<file path="src/rtl/screen_sequencer.sv">
// rtl/screen_sequencer.sv - game-flow screen selector with frame-synchronous fade
module screen_sequencer #(
    parameter int HOLD_FRAMES = 180,
    parameter int FADE_DIV    = 4
) (
    input  logic       clk,
    input  logic       rst_n,
    input  logic       vs,
    input  logic       start_btn,
    input  logic       win_evt,
    input  logic       lose_evt,
    output logic [1:0] screen_sel,
    output logic [2:0] fade_level,
    output logic       game_run,
    output logic       game_rst
);

    localparam int HW = ($clog2(HOLD_FRAMES + 1) > 8) ? $clog2(HOLD_FRAMES + 1) : 8;
    localparam logic [HW-1:0] HOLD_MAX = HW'(HOLD_FRAMES);
    localparam logic [7:0]    DIV_LAST = 8'(FADE_DIV - 1);

    localparam logic [1:0] SCR_TITLE = 2'd0;
    localparam logic [1:0] SCR_PLAY  = 2'd1;
    localparam logic [1:0] SCR_WIN   = 2'd2;
    localparam logic [1:0] SCR_LOSE  = 2'd3;

    typedef enum logic [2:0] {
        S_TITLE,
        S_PLAY,
        S_WIN,
        S_LOSE,
        S_FADE_OUT,
        S_FADE_IN
    } state_t;

    state_t        state_q, state_d;
    logic [1:0]    target_q, target_d;
    logic [1:0]    sel_q, sel_d;
    logic [2:0]    fade_q, fade_d;
    logic          run_q, run_d;
    logic          grst_q, grst_d;
    logic [7:0]    div_cnt_q, div_cnt_d;
    logic [HW-1:0] hold_cnt_q, hold_cnt_d;

    logic vs_s1_q, vs_s2_q, vs_prev_q;
    logic btn_s1_q, btn_s2_q, btn_prev_q;
    logic frame_tick, start_press, step;

    // vs idles high, so its synchronizer resets to 1 to avoid a false tick.
    always_ff @(posedge clk or negedge rst_n) begin
        if (!rst_n) begin
            vs_s1_q    <= 1'b1;
            vs_s2_q    <= 1'b1;
            vs_prev_q  <= 1'b1;
            btn_s1_q   <= 1'b0;
            btn_s2_q   <= 1'b0;
            btn_prev_q <= 1'b0;
        end else begin
            vs_s1_q    <= vs;
            vs_s2_q    <= vs_s1_q;
            vs_prev_q  <= vs_s2_q;
            btn_s1_q   <= start_btn;
            btn_s2_q   <= btn_s1_q;
            btn_prev_q <= btn_s2_q;
        end
    end

    assign frame_tick  = vs_prev_q & ~vs_s2_q;
    assign start_press = btn_s2_q & ~btn_prev_q;
    assign step        = frame_tick && (div_cnt_q == DIV_LAST);

    function automatic state_t steady_of(input logic [1:0] scr);
        case (scr)
            SCR_PLAY: steady_of = S_PLAY;
            SCR_WIN:  steady_of = S_WIN;
            SCR_LOSE: steady_of = S_LOSE;
            default:  steady_of = S_TITLE;
        endcase
    endfunction

    always_comb begin
        state_d    = state_q;
        target_d   = target_q;
        sel_d      = sel_q;
        fade_d     = fade_q;
        run_d      = run_q;
        grst_d     = 1'b0;
        div_cnt_d  = 8'd0;
        hold_cnt_d = hold_cnt_q;

        case (state_q)
            S_TITLE: begin
                if (start_press) begin
                    state_d  = S_FADE_OUT;
                    target_d = SCR_PLAY;
                end
            end
            S_PLAY: begin
                if (win_evt) begin
                    state_d  = S_FADE_OUT;
                    target_d = SCR_WIN;
                    run_d    = 1'b0;
                end else if (lose_evt) begin
                    state_d  = S_FADE_OUT;
                    target_d = SCR_LOSE;
                    run_d    = 1'b0;
                end
            end
            S_WIN, S_LOSE: begin
                if (frame_tick && (hold_cnt_q < HOLD_MAX)) begin
                    hold_cnt_d = hold_cnt_q + 1'b1;
                end
                if (start_press && (hold_cnt_q >= HOLD_MAX)) begin
                    state_d  = S_FADE_OUT;
                    target_d = SCR_TITLE;
                end
            end
            S_FADE_OUT: begin
                div_cnt_d = div_cnt_q;
                if (frame_tick) begin
                    div_cnt_d = step ? 8'd0 : div_cnt_q + 8'd1;
                end
                // The mux switches only on the extra step spent at black.
                if (step) begin
                    if (fade_q != 3'd0) begin
                        fade_d = fade_q - 3'd1;
                    end else begin
                        sel_d     = target_q;
                        grst_d    = (target_q == SCR_PLAY);
                        state_d   = S_FADE_IN;
                        div_cnt_d = 8'd0;
                    end
                end
            end
            S_FADE_IN: begin
                div_cnt_d = div_cnt_q;
                if (frame_tick) begin
                    div_cnt_d = step ? 8'd0 : div_cnt_q + 8'd1;
                end
                if (step) begin
                    fade_d = fade_q + 3'd1;
                    if (fade_q == 3'd6) begin
                        state_d    = steady_of(target_q);
                        run_d      = (target_q == SCR_PLAY);
                        hold_cnt_d = '0;
                        div_cnt_d  = 8'd0;
                    end
                end
            end
            default: begin
                state_d = S_TITLE;
            end
        endcase
    end

    always_ff @(posedge clk or negedge rst_n) begin
        if (!rst_n) begin
            state_q    <= S_TITLE;
            target_q   <= SCR_TITLE;
            sel_q      <= SCR_TITLE;
            fade_q     <= 3'd7;
            run_q      <= 1'b0;
            grst_q     <= 1'b0;
            div_cnt_q  <= 8'd0;
            hold_cnt_q <= '0;
        end else begin
            state_q    <= state_d;
            target_q   <= target_d;
            sel_q      <= sel_d;
            fade_q     <= fade_d;
            run_q      <= run_d;
            grst_q     <= grst_d;
            div_cnt_q  <= div_cnt_d;
            hold_cnt_q <= hold_cnt_d;
        end
    end

    assign screen_sel = sel_q;
    assign fade_level = fade_q;
    assign game_run   = run_q;
    assign game_rst   = grst_q;

endmodule

</file>
<file path="config.mk">
export PLATFORM = sky130hd
export DESIGN_NAME = screen_sequencer
export DESIGN_NICKNAME = d
export VERILOG_FILES = /design/src/rtl/screen_sequencer.sv
export SDC_FILE = /design/constraint.sdc
export NUM_CORES = 1
export LEC_CHECK = 0
export ABC_CLOCK_PERIOD_IN_PS = 2500
export BUFFER_PORTS_ARGS = -buffer_cell sky130_fd_sc_hd__buf_2
export CORE_ASPECT_RATIO = 0.5
export CORE_MARGIN = 2
export CORE_UTILIZATION = 30
export CTS_CLUSTER_DIAMETER = 80
export DETAILED_ROUTE_END_ITERATION = 6
export PLACE_DENSITY_LB_ADDON = 0.25
export SETUP_SLACK_MARGIN = 0.15
export SLEW_MARGIN = 20
export SYNTH_ARGS = -nofsm -noshare
export SYNTH_HDL_FRONTEND = slang
export SYNTH_SLANG_ARGS = --single-unit
export TNS_END_PERCENT = 10
</file>
<file path="constraint.sdc">
create_clock -name clk -period 2.5 [get_ports clk]
set_clock_uncertainty 0.2 [all_clocks]
set_input_delay 0.375 -clock clk [delete_from_list [all_inputs] [get_ports clk]]
set_output_delay 0.375 -clock clk [all_outputs]
set_load 0.01 [all_outputs]
</file>
# == Yosys cells after proc, flatten, opt, wreduce, memory -nomap -nowiden ==
# Cells that the tools add are included.
# totals
ff_bits,34
inputBits,6
output_inout_bits,7
elab_cells,98
# op_classes
addsub,4
order_cmp,2
eq_ne,19
mux,38
bitwise,5
n_reduce_logical,16
# op_table
cell,n
two-way mux 8 bit,9
two-way mux 3 bit,11
one-hot mux 8 bit (2 select lines),2
"adder 8 x 1 -> 8 bit, second input constant",2
"!= test 2 bit, second input constant",8
AND reduction 4 bit,4
one-hot mux 3 bit (5 select lines),1
one-hot mux 2 bit (3 select lines),2
"equality test 3 bit, second input constant",3
"equality test 8 x 2 -> 1 bit, second input constant",1
"greater-or-equal comparator 8 bit, second input constant",1
"< comparator 8 bit, second input constant",1
two-way mux 2 bit,4
two-way mux 1 bit,7
AND reduction 7 bit,1
"equality test 3 x 2 -> 1 bit, second input constant",2
one-hot mux 3 bit (2 select lines),1
nonzero test 2 bit,3
nonzero test 3 bit,2
"equality test 2 bit, second input constant",2
"adder 3 x 1 -> 3 bit, second input constant",1
"equality test 3 x 1 -> 1 bit, second input constant",1
logical AND 1 bit,3
zero test 3 bit,1
8 further kinds,11

# == Longest topological paths before layout ==
# Gate-level depths: netlist (run 1).
# logic_depth
word_depth,8
depth_mapped,7
mapped_depth_nobuf,6

# == Worst setup path before layout (run 1) ==
# No wires, ideal clock.
# synth_path
path_type,register to register
start,reg state_q[1]
end,"reg fade_q[2], in the netlist fade_level[2]"
setup_ps,75
arrival_ps,1601
required_ps,2225
path_slack_ps,625
path_stages_with_launch,8
path_buffers,1
period_less_slack_ps,1875
cell_sequence,dfrtp_1 > clkbuf_1 > nand2b_1 > nor2_1 > fa_1 > xnor2_1 > nor2_1 > xor2_1
# synth_via
elab_chain_len,3
word_cells_on_any_way,8
classes_between,5 x eq/ne; 1 x mux; 2 x reduce/logical
# synth_lines
element,line,rtl
from (decl),36,"state_t state_q, state_d;"
from (signal assigned),167,state_q <= state_d;
equality test 3 bit,91,case (state_q)
!= test 2 bit (no source line) or nonzero test 2 bit (tied branches),--,
AND reduction 4 bit (no source line),--,
to (signal assigned),161,fade_q <= 3'd7;
to (signal assigned),170,fade_q <= fade_d;
to (decl),39,"logic [2:0] fade_q, fade_d;"
# Parallel ways exist; a longest one is shown, timed or not.
# A chain may end at the register's enable or synchronous reset.

# == Worst setup path after layout (run 1) ==
# Ends and elaborated chain as after synthesis.

==> results_dict.tcl, run 1 <==
set metrics [dict create \
    dr.max_layer_used "met4" \
    hold_viol_final 0 \
    yosys_register_bits 34 \
    drt_first_pass_iters 4 \
    synth_enable_flop_cells 0 \
    drv_cap 0 \
    cp.required_ns 2.50 \
    clkSinkCount 34 \
    wl_met3_um 82 \
    antenna_found_initial 0 \
    gp_congestion 0.8691 \
    drv_slew 0 \
    crit_path_frequent_cell "nor2_1" \
    row_count 19 \
    yosys_warnings 0 \
    post_drt_wl_per_cell_um 13.12 \
    status "finished clean" \
    ys_types 49 \
    worstPathArrival_ns 1.97 \
    final_antenna_net_count 0 \
    grt.overflow.total 0 \
    yosys.area_share.simple 0.2376 \
    cts_max_level 2 \
    wl_met1_um 1765 \
    synth_compound_area_frac 0.1249 \
    initial_utilization 0.3147 \
    critPathBufInv 0 \
    drive_gt1_frac 0.1730 \
    setup_viol 0 \
    area_growth_pct 17.37 \
    clockRootBuffer "clkbuf_16" \
    min_period_ns 1.965 \
    slowest_delay_ns 0.54 \
    wl_met2_um 1480 \
    viasPerCell 4.957 \
    fmax_mhz 509.0 \
    synth.avg_cell_area_sq_um 10.50 \
    path_class "register to register" \
    synth_top_family_by_area "simple AND/OR/NAND/NOR gates" \
    clkLatencyLatePin_ns 0.28 \
    grt_pass1_wl_um 6009 \
    synthMuxAreaShare 0.02441 \
    synth_adder_area_share 0.03302 \
    grt_pass1_vias 1226 \
    rsz0062_at_grt "no" \
    clk_pin_slew_ns 0.05 \
    fin_tns_setup_ns 0 \
    maxSlewHeadroom 0.5092 \
    fill_cells 560 \
    crit_slowest_cell "dfrtp_1" \
    syn_inst 166 \
    cts.path.max_buffers 2 \
    syn_nets 176 \
    netlist_area_sq_um 1743 \
    synth_top_area_cell "dfrtp_1" \
    grtUsageTotal 0.1190 \
    ys.flop_type "dfrtp_1" \
    finalCritPeriodShare 0.7858 \
    startpoint_type "register" \
    io_buffers 12 \
    num_vias 1279 \
    cts_tree "done" \
    async_reset_ff_frac 1.000 \
    holdWs_ns 0.1469 \
    crit_family "flip-flops" \
    coreArea_sq_um 5539 \
    drtIter0Drc 94 \
    synth_top_area_share 0.4020 \
    powerDensity_nw_per_um2 791.2 \
    p_leak_nw 0.8587 \
    cts_made_buffers 5 \
    die_area_sq_um 6472 \
    p_total_mw 1.619 \
    endpoint_kind "register" \
    post-route-util 0.3693 \
    layout.nets 194 \
    worstMarginPinSlew_ns 0.7363 \
    synth_area_leaders "dfrtp_1 40%, dfstp_2 9.0%, xor2_1 4.0%" \
    die_h_um 57.90 \
    ios 13 \
    dieWidth_um 111.8 \
    ir_drop_mv 0.2852 \
    path_cells "nand2b_1, nor2_1, fa_1, xnor2_1, nor2_1, xor2_1" \
    remaining_drc_errors 0 \
    dp_hpwl_um 2386 \
    antenna_cells 0 \
    crit_fanout 11 \
    synth_seq_area_share 0.4925 \
    synth-xor-area-share 0.05528 \
    grt_max_degree 35 \
    finalWirelength_um 3385 \
    hold_class "register to register" \
]
[layout make-up]
type / count / area (sq um) / share of cell area
clock buffer: 8 / 136.4 / 0.06667
inverter: 11 / 41.29 / 0.02018
multi-input combinational: 117 / 828.3 / 0.4049
sequential: 34 / 858.3 / 0.4196
tap: 73 / 91.34 / 0.04465
timing repair buffer: 15 / 90.09 / 0.04404
[worst paths after layout]
check / start / slack, ns / depth (start not counted) / to
max in group asynchronous: rst_n / 1.13 / 2 / btn_prev_q$_DFF_PN0_
min in group asynchronous: rst_n / 0.49 / 2 / div_cnt_q[7]$_DFF_PN0_
min reg2reg: btn_s1_q$_DFF_PN0_ / 0.15 / 0 / btn_s2_q$_DFF_PN0_
min: btn_s1_q$_DFF_PN0_ / 0.15 / 0 / btn_s2_q$_DFF_PN0_
max: state_q[1]$_DFFE_PN0P_ / 0.54 / 6 / fade_level[2]$_DFFE_PN1P_
max reg2reg: state_q[1]$_DFFE_PN0P_ / 0.54 / 6 / fade_level[2]$_DFFE_PN1P_
[report_power, final]
part / internal, mW / total, mW / switching [mW]
clock network: 0.370 / 0.577 / 0.207
registers: 0.644 / 0.744 / 0.0999
logic: 0.139 / 0.298 / 0.159
[cells in the final DEF, fill, tap and decap left out, types with 2 or more instances in the layout]
cell / instances
a21oi_1: 7
and2_1: 2
and3_1: 3
and4b_1: 2
buf_2: 12
clkbuf_1: 3
clkbuf_16: 5
dfrtp_1: 28
dfstp_2: 6
dlygate4sd3_1: 3
ha_1: 3
inv_1: 11
mux2_1: 2
mux2i_1: 2
nand2_1: 8
nand2b_1: 5
nand3_1: 7
nand3b_1: 2
nand4_1: 8
nor2_1: 15
o21ai_0: 6
o22ai_1: 3
o31ai_1: 3
or3_1: 2
xnor2_1: 3
xor2_1: 8
[stage by stage]
stage | setup WS [ns] | cell area (sq um) | std cells
2_1_floorplan | 0.6247 | 1743 | 166
3_3_place_gp | 0.5365 | 1879 | 247
3_5_place_dp | 0.5483 | 1879 | 247
4_1_cts | 0.5253 | 2036 | 257
5_1_grt | 0.4163 | 2046 | 258
6_report | 0.5354 | 2046 | 258
[registers in the layout (all words and copies together) (netlist names)]
| signal | count |
|---|---|
| btn_s2_q | 1 |
| vs_prev_q | 1 |
| hold_cnt_q | 8 |
| screen_sel | 2 |
| state_q | 3 |
| target_q | 2 |
| btn_s1_q | 1 |
| vs_s1_q | 1 |
| vs_s2_q | 1 |
| div_cnt_q | 8 |
| game_rst | 1 |
| game_run | 1 |
| btn_prev_q | 1 |
| fade_level | 3 |
[repair_timing]
item	4_1_cts	5_1_grt
gates resized for setup	0	0
setup endpoints to repair	0	0
hold buffers	2	1
setup buffers	0	0
hold endpoints to repair	21	1
[cell usage after synthesis, drive strengths merged (2+ instances only)]
cell and number:
o21ai 7, xnor2 3, ha 3, nor4b 2, nand4 8, and3 3
inv 11, nand2 8, or3 2, nand3 8, mux2 2, nor4 2
a21oi 8, xor2 8, mux2i 2, and2 2, or4 2, dfrtp 28
dfstp 6, nor2 16, nand2b 5, o22ai 3, o31ai 3, clkbuf 4
and4b 2, nand3b 2
[kinds of logic after synthesis]
kind of cell	Yosys count
AND/OR/NAND/NOR	68
flip-flops	34
adder cells (fa/ha/maj)	4
buffers and inverters	15
XOR/XNOR	11
multiplexers	4
AO/OA/AOI/OAI	30
[routing by layer]
metal	global-route usage	up-vias
met2	0.1749	13
li1	-	629
met3	0.03138	6
met5	0	-
met4	0.05820	0
met1	0.1652	631
Note: power is estimated with default switching activity, not from simulation.
==> inputs of run 2 (changes only) <==
--- a/config.mk
+++ b/config.mk
@@ -5,7 +5,7 @@
 export SDC_FILE = /design/constraint.sdc
 export NUM_CORES = 1
 export LEC_CHECK = 0
-export ABC_CLOCK_PERIOD_IN_PS = 2500
+export ABC_CLOCK_PERIOD_IN_PS = 1900
 export BUFFER_PORTS_ARGS = -buffer_cell sky130_fd_sc_hd__buf_2
 export CORE_ASPECT_RATIO = 0.5
 export CORE_MARGIN = 2
==> constraint.sdc (replaced) <==
create_clock -name clk -period 1.9 [get_ports clk]
set_clock_uncertainty 0.2 [all_clocks]
set_input_delay 0.285 -clock clk [delete_from_list [all_inputs] [get_ports clk]]
set_output_delay 0.285 -clock clk [all_outputs]
set_load 0.01 [all_outputs]
==> results_dict.tcl, run 2 (same netlist as run 1, synthesis figures left out) <==
set metrics [dict create \
    grtUsageTotal 0.1218 \
    crit_slowest_cell "or4_4" \
    grt_pass1_vias 1324 \
    post-route-util 0.4041 \
    drv_slew 0 \
    path_class "register to register" \
    cts.path.max_buffers 2 \
    antenna_found_initial 0 \
    worstPathArrival_ns 1.72 \
    maxSlewHeadroom 0.7081 \
    gp_congestion 0.8110 \
    endpoint_kind "register" \
    area_growth_pct 28.43 \
    die_h_um 57.90 \
    final_cell_mix "27 x dfrtp_1, 16 x buf_4, 14 x nor2_1" \
    dp_hpwl_um 2514 \
    drive_gt1_frac 0.3085 \
    clkSinkCount 34 \
    io_buffers 12 \
    worstMarginPinSlew_ns 0.4379 \
    dieWidth_um 111.8 \
    critPathBufInv 0 \
    startpoint_type "register" \
    final_antenna_net_count 0 \
    clockRootBuffer "clkbuf_16" \
    clkLatencyLatePin_ns 0.27 \
    ir_drop_mv 0.3710 \
    min_period_ns 1.766 \
    cp.required_ns 1.86 \
    cts_tree "done" \
    cts_max_level 2 \
    seq_area_sq_um 859.6 \
    drtIter0Drc 53 \
    top_regs "div_cnt_q x8, hold_cnt_q x8" \
    hold_class "register to register" \
    design_area_sq_um 2238 \
    rsz0062_at_grt "yes" \
    drv_cap 0 \
    placed_cell_area_sq_um 1951 \
    hold_viol_final 0 \
    ios 13 \
    fin_tns_setup_ns 0 \
    antenna_cells 0 \
    p_total_mw 2.356 \
    row_count 19 \
    num_vias 1354 \
    holdWs_ns 0.1456 \
    crit_family "simple AND/OR/NAND/NOR gates" \
    initial_utilization 0.3147 \
    post_drt_wl_per_cell_um 13.45 \
    grt_pass1_wl_um 6258 \
    viasPerCell 4.942 \
    crit_fanout 6 \
    layout.nets 210 \
    fmax_mhz 566.2 \
    grt_max_degree 35 \
    setup_viol 0 \
    coreArea_sq_um 5539 \
    powerDensity_nw_per_um2 1053 \
    finalWirelength_um 3684 \
    slowest_delay_ns 0.58 \
    status "finished clean" \
    grt.overflow.total 0 \
    p_leak_nw 0.9592 \
    cts_made_buffers 5 \
    fill_cells 526 \
    remaining_drc_errors 0 \
    multiInputGateArea_sq_um 869.6 \
    finalCritPeriodShare 0.9296 \
    path_cells "or4_4, nor2_4, mux2_4" \
    drt_first_pass_iters 4 \
    clk_pin_slew_ns 0.05 \
    mostFrequentLayoutCell "dfrtp_1" \
    die_area_sq_um 6472 \
]
-- run 2: repair_timing --
item	in CTS	in global routing
hold buffers	3	0
setup buffers	6	1
hold endpoints to repair	30	0
gates resized for setup	4	8
setup endpoints to repair	7	20
pin swaps	2	3
-- run 2: final cells by class --
type / instances / share of cell area
Clock buffer: 8 / 0.07434
Inverter: 11 / 0.01845
Multi-Input combinational cell: 117 / 0.3885
Sequential cell: 34 / 0.3840
Tap cell: 73 / 0.04080
Timing Repair Buffer: 31 / 0.09391
-- run 2: metal layers --
metal,vias to the layer above,part of all wire,wire length (um),GRT usage
met5,-,0,0,0
met4,0,0.012,46,0.04233
met3,5,0.032,119,0.03138
met2,26,0.47,1716,0.1983
met1,661,0.49,1801,0.1614
li1,662,-,-,-
-- run 2: power breakdown --
part	switching, mW	leakage [nW]	internal [mW]
sequential	0.123	0.414	0.848
clock	0.282	0.0832	0.593
combinational	0.255	0.462	0.256
total	0.660	0.959	1.70
-- run 2: worst reg2reg max path: stages, from the launching register on --
cell and delay, ns:
dfstp_2 0.39, or4_4 0.58, nor2_4 0.17, mux2_4 0.31
-- run 2: metrics by stage --
stage | setup slack [ns] | cells
after CTS | 0.1166 | 273
final | 0.1338 | 274
after global placement | 0.1186 | 256
after global routing | 0.06471 | 274
after detailed placement | 0.09542 | 256
after floorplan | 0.1341 | 166
-- run 2: path summary, 6_finish.rpt --
path	cells after the start	startpoint	slack (ns)	end
worst min-delay path	0	btn_s1_q$_DFF_PN0_	0.15	btn_s2_q$_DFF_PN0_
worst min register to register	0	btn_s1_q$_DFF_PN0_	0.15	btn_s2_q$_DFF_PN0_
worst max register to register	3	fade_level[0]$_DFFE_PN1P_	0.13	screen_sel[1]$_DFFE_PN0P_
max in group asynchronous	3	rst_n	0.78	fade_level[1]$_DFFE_PN1P_
min in group asynchronous	3	rst_n	0.38	div_cnt_q[7]$_DFF_PN0_
worst max-delay path	3	fade_level[0]$_DFFE_PN1P_	0.13	screen_sel[1]$_DFFE_PN0P_
==> inputs of run 3 (changes only) <==
--- a/config.mk
+++ b/config.mk
@@ -13,6 +13,7 @@
 export CTS_CLUSTER_DIAMETER = 80
 export DETAILED_ROUTE_END_ITERATION = 6
 export PLACE_DENSITY_LB_ADDON = 0.25
+export RECOVER_POWER = 50
 export SETUP_SLACK_MARGIN = 0.15
 export SLEW_MARGIN = 20
 export SYNTH_ARGS = -nofsm -noshare
==> results_dict.tcl, run 3 (same netlist as run 1, synthesis figures left out) <==
set metrics [dict create \
    maxSlewHeadroom 0.4342 \
    drv_slew 0 \
    area_growth_pct 28.28 \
    drive_gt1_frac 0.3035 \
    clockRootBuffer "clkbuf_16" \
    clkSinkCount 34 \
    path_class "register to register" \
    fin_tns_setup_ns 0 \
    cp.required_ns 1.86 \
    drv_cap 0 \
    p_leak_nw 0.9580 \
    endpoint_kind "register" \
    finalWirelength_um 3679 \
    dieWidth_um 111.8 \
    gp_congestion 0.8110 \
    rsz0062_at_grt "yes" \
    cts_tree "done" \
    cts.path.max_buffers 2 \
    design_area_sq_um 2236 \
    grt.overflow.total 0 \
    timing.final.ws_setup_ns 0.1360 \
    row_count 19 \
    dp_slack_ns 0.09542 \
    drtIter0Drc 64 \
    placed_cell_area_sq_um 1951 \
    final_cell_mix "27 x dfrtp_1, 15 x buf_4, 14 x nor2_1" \
    clkLatencyLatePin_ns 0.27 \
    crit_fanout 6 \
    grtUsageMet2 0.1983 \
    min_period_ns 1.764 \
    grt-busiest-layer "met2" \
    antenna_found_initial 0 \
    layout.nets 210 \
    cts_made_buffers 5 \
    remaining_drc_errors 0 \
    worstPathArrival_ns 1.72 \
    die_h_um 57.90 \
    powerDensity_nw_per_um2 1053 \
    coreArea_sq_um 5539 \
    mostFrequentLayoutCell "dfrtp_1" \
    hold_viol_final 0 \
    switchingPower_mw 0.6600 \
    die_area_sq_um 6472 \
    grt_pass1_wl_um 6258 \
    post-route-util 0.4037 \
    finalCritPeriodShare 0.9284 \
    antenna_cells 0 \
    fmax_mhz 566.9 \
    post_drt_wl_per_cell_um 13.43 \
    top_regs "div_cnt_q x8, hold_cnt_q x8" \
    place_inst 256 \
    viasPerCell 4.927 \
    num_vias 1350 \
    clk_pin_slew_ns 0.05 \
    p_clk_frac 0.371 \
    seqPwrFrac 0.412 \
    drt_first_pass_iters 4 \
    initial_utilization 0.3147 \
    use_met3 0.03138 \
    ios 13 \
    hold_class "register to register" \
    status "finished clean" \
    grt_pass1_vias 1324 \
    final_antenna_net_count 0 \
    setup_viol 0 \
    p_int_mw 1.695 \
    io_buffers 12 \
    swShare 0.2802 \
    fin_cells 274 \
    grt_max_degree 35 \
    cts_max_level 2 \
    p_comb_frac 0.216 \
    worstMarginPinSlew_ns 0.8487 \
    grt_use_met1 0.1614 \
    ir_drop_mv 0.3711 \
    startpoint_type "register" \
    dp_hpwl_um 2514 \
    grtUsageTotal 0.1218 \
]
## run 3: per-layer routing
metal	vias up	wire length (um)
met2	19	1731
met4	0	46
met1	664	1807
li1	662	-
met5	-	0
met3	5	92
## run 3: power groups by stage
stage	clock network (mW)	logic [mW]	registers, mW
floorplan	0	0.301	0.962
global placement	0	0.446	0.977
detailed placement	0	0.449	0.982
CTS	0.899	0.492	0.969
global route	0.931	0.566	0.998
finish	0.875	0.509	0.971
## run 3: cell type report
type                    count  area [sq um]
multi-input cells         117         869.6
clock buffers               8         166.4
fillers                   526          3303
well taps                  73         91.34
flip-flops and latches     34         859.6
repair buffers             31         207.7
inverters                  11         41.29
## run 3: path summary, 6_finish.rpt
kind / start / end / slack (ns) / cells after the start
min in group asynchronous: rst_n / div_cnt_q[7]$_DFF_PN0_ / 0.53 / 3
hold / removal: btn_s1_q$_DFF_PN0_ / btn_s2_q$_DFF_PN0_ / 0.15 / 0
max in group asynchronous: rst_n / state_q[0]$_DFFE_PN0P_ / 0.38 / 3
hold reg to reg: btn_s1_q$_DFF_PN0_ / btn_s2_q$_DFF_PN0_ / 0.15 / 0
setup reg to reg: fade_level[0]$_DFFE_PN1P_ / screen_sel[1]$_DFFE_PN0P_ / 0.14 / 3
setup / recovery: fade_level[0]$_DFFE_PN1P_ / screen_sel[1]$_DFFE_PN0P_ / 0.14 / 3
## run 3: timing repair
item / CTS / global route
gates cloned: 0 / 0
setup endpoints to repair: 7 / 20
hold buffers: 3 / 0
endpoints found under the hold margin: 30 / 0
setup buffers: 6 / 1
pin swaps: 2 / 3
resized for setup: 4 / 8
## run 3: through the flow
step	hold slack (ns)	total power [mW]
CTS	0.1482	2.360
global route	0.1487	2.494
floorplan	-0.2106	1.263
detailed placement	0.1466	1.430
global placement	0.1369	1.424
finish	0.1456	2.355
## run 3: critical path, stage by stage, from the launching register on
cell and delay (ns):
dfstp_2 0.39, or4_4 0.58, nor2_4 0.17, mux2_4 0.31
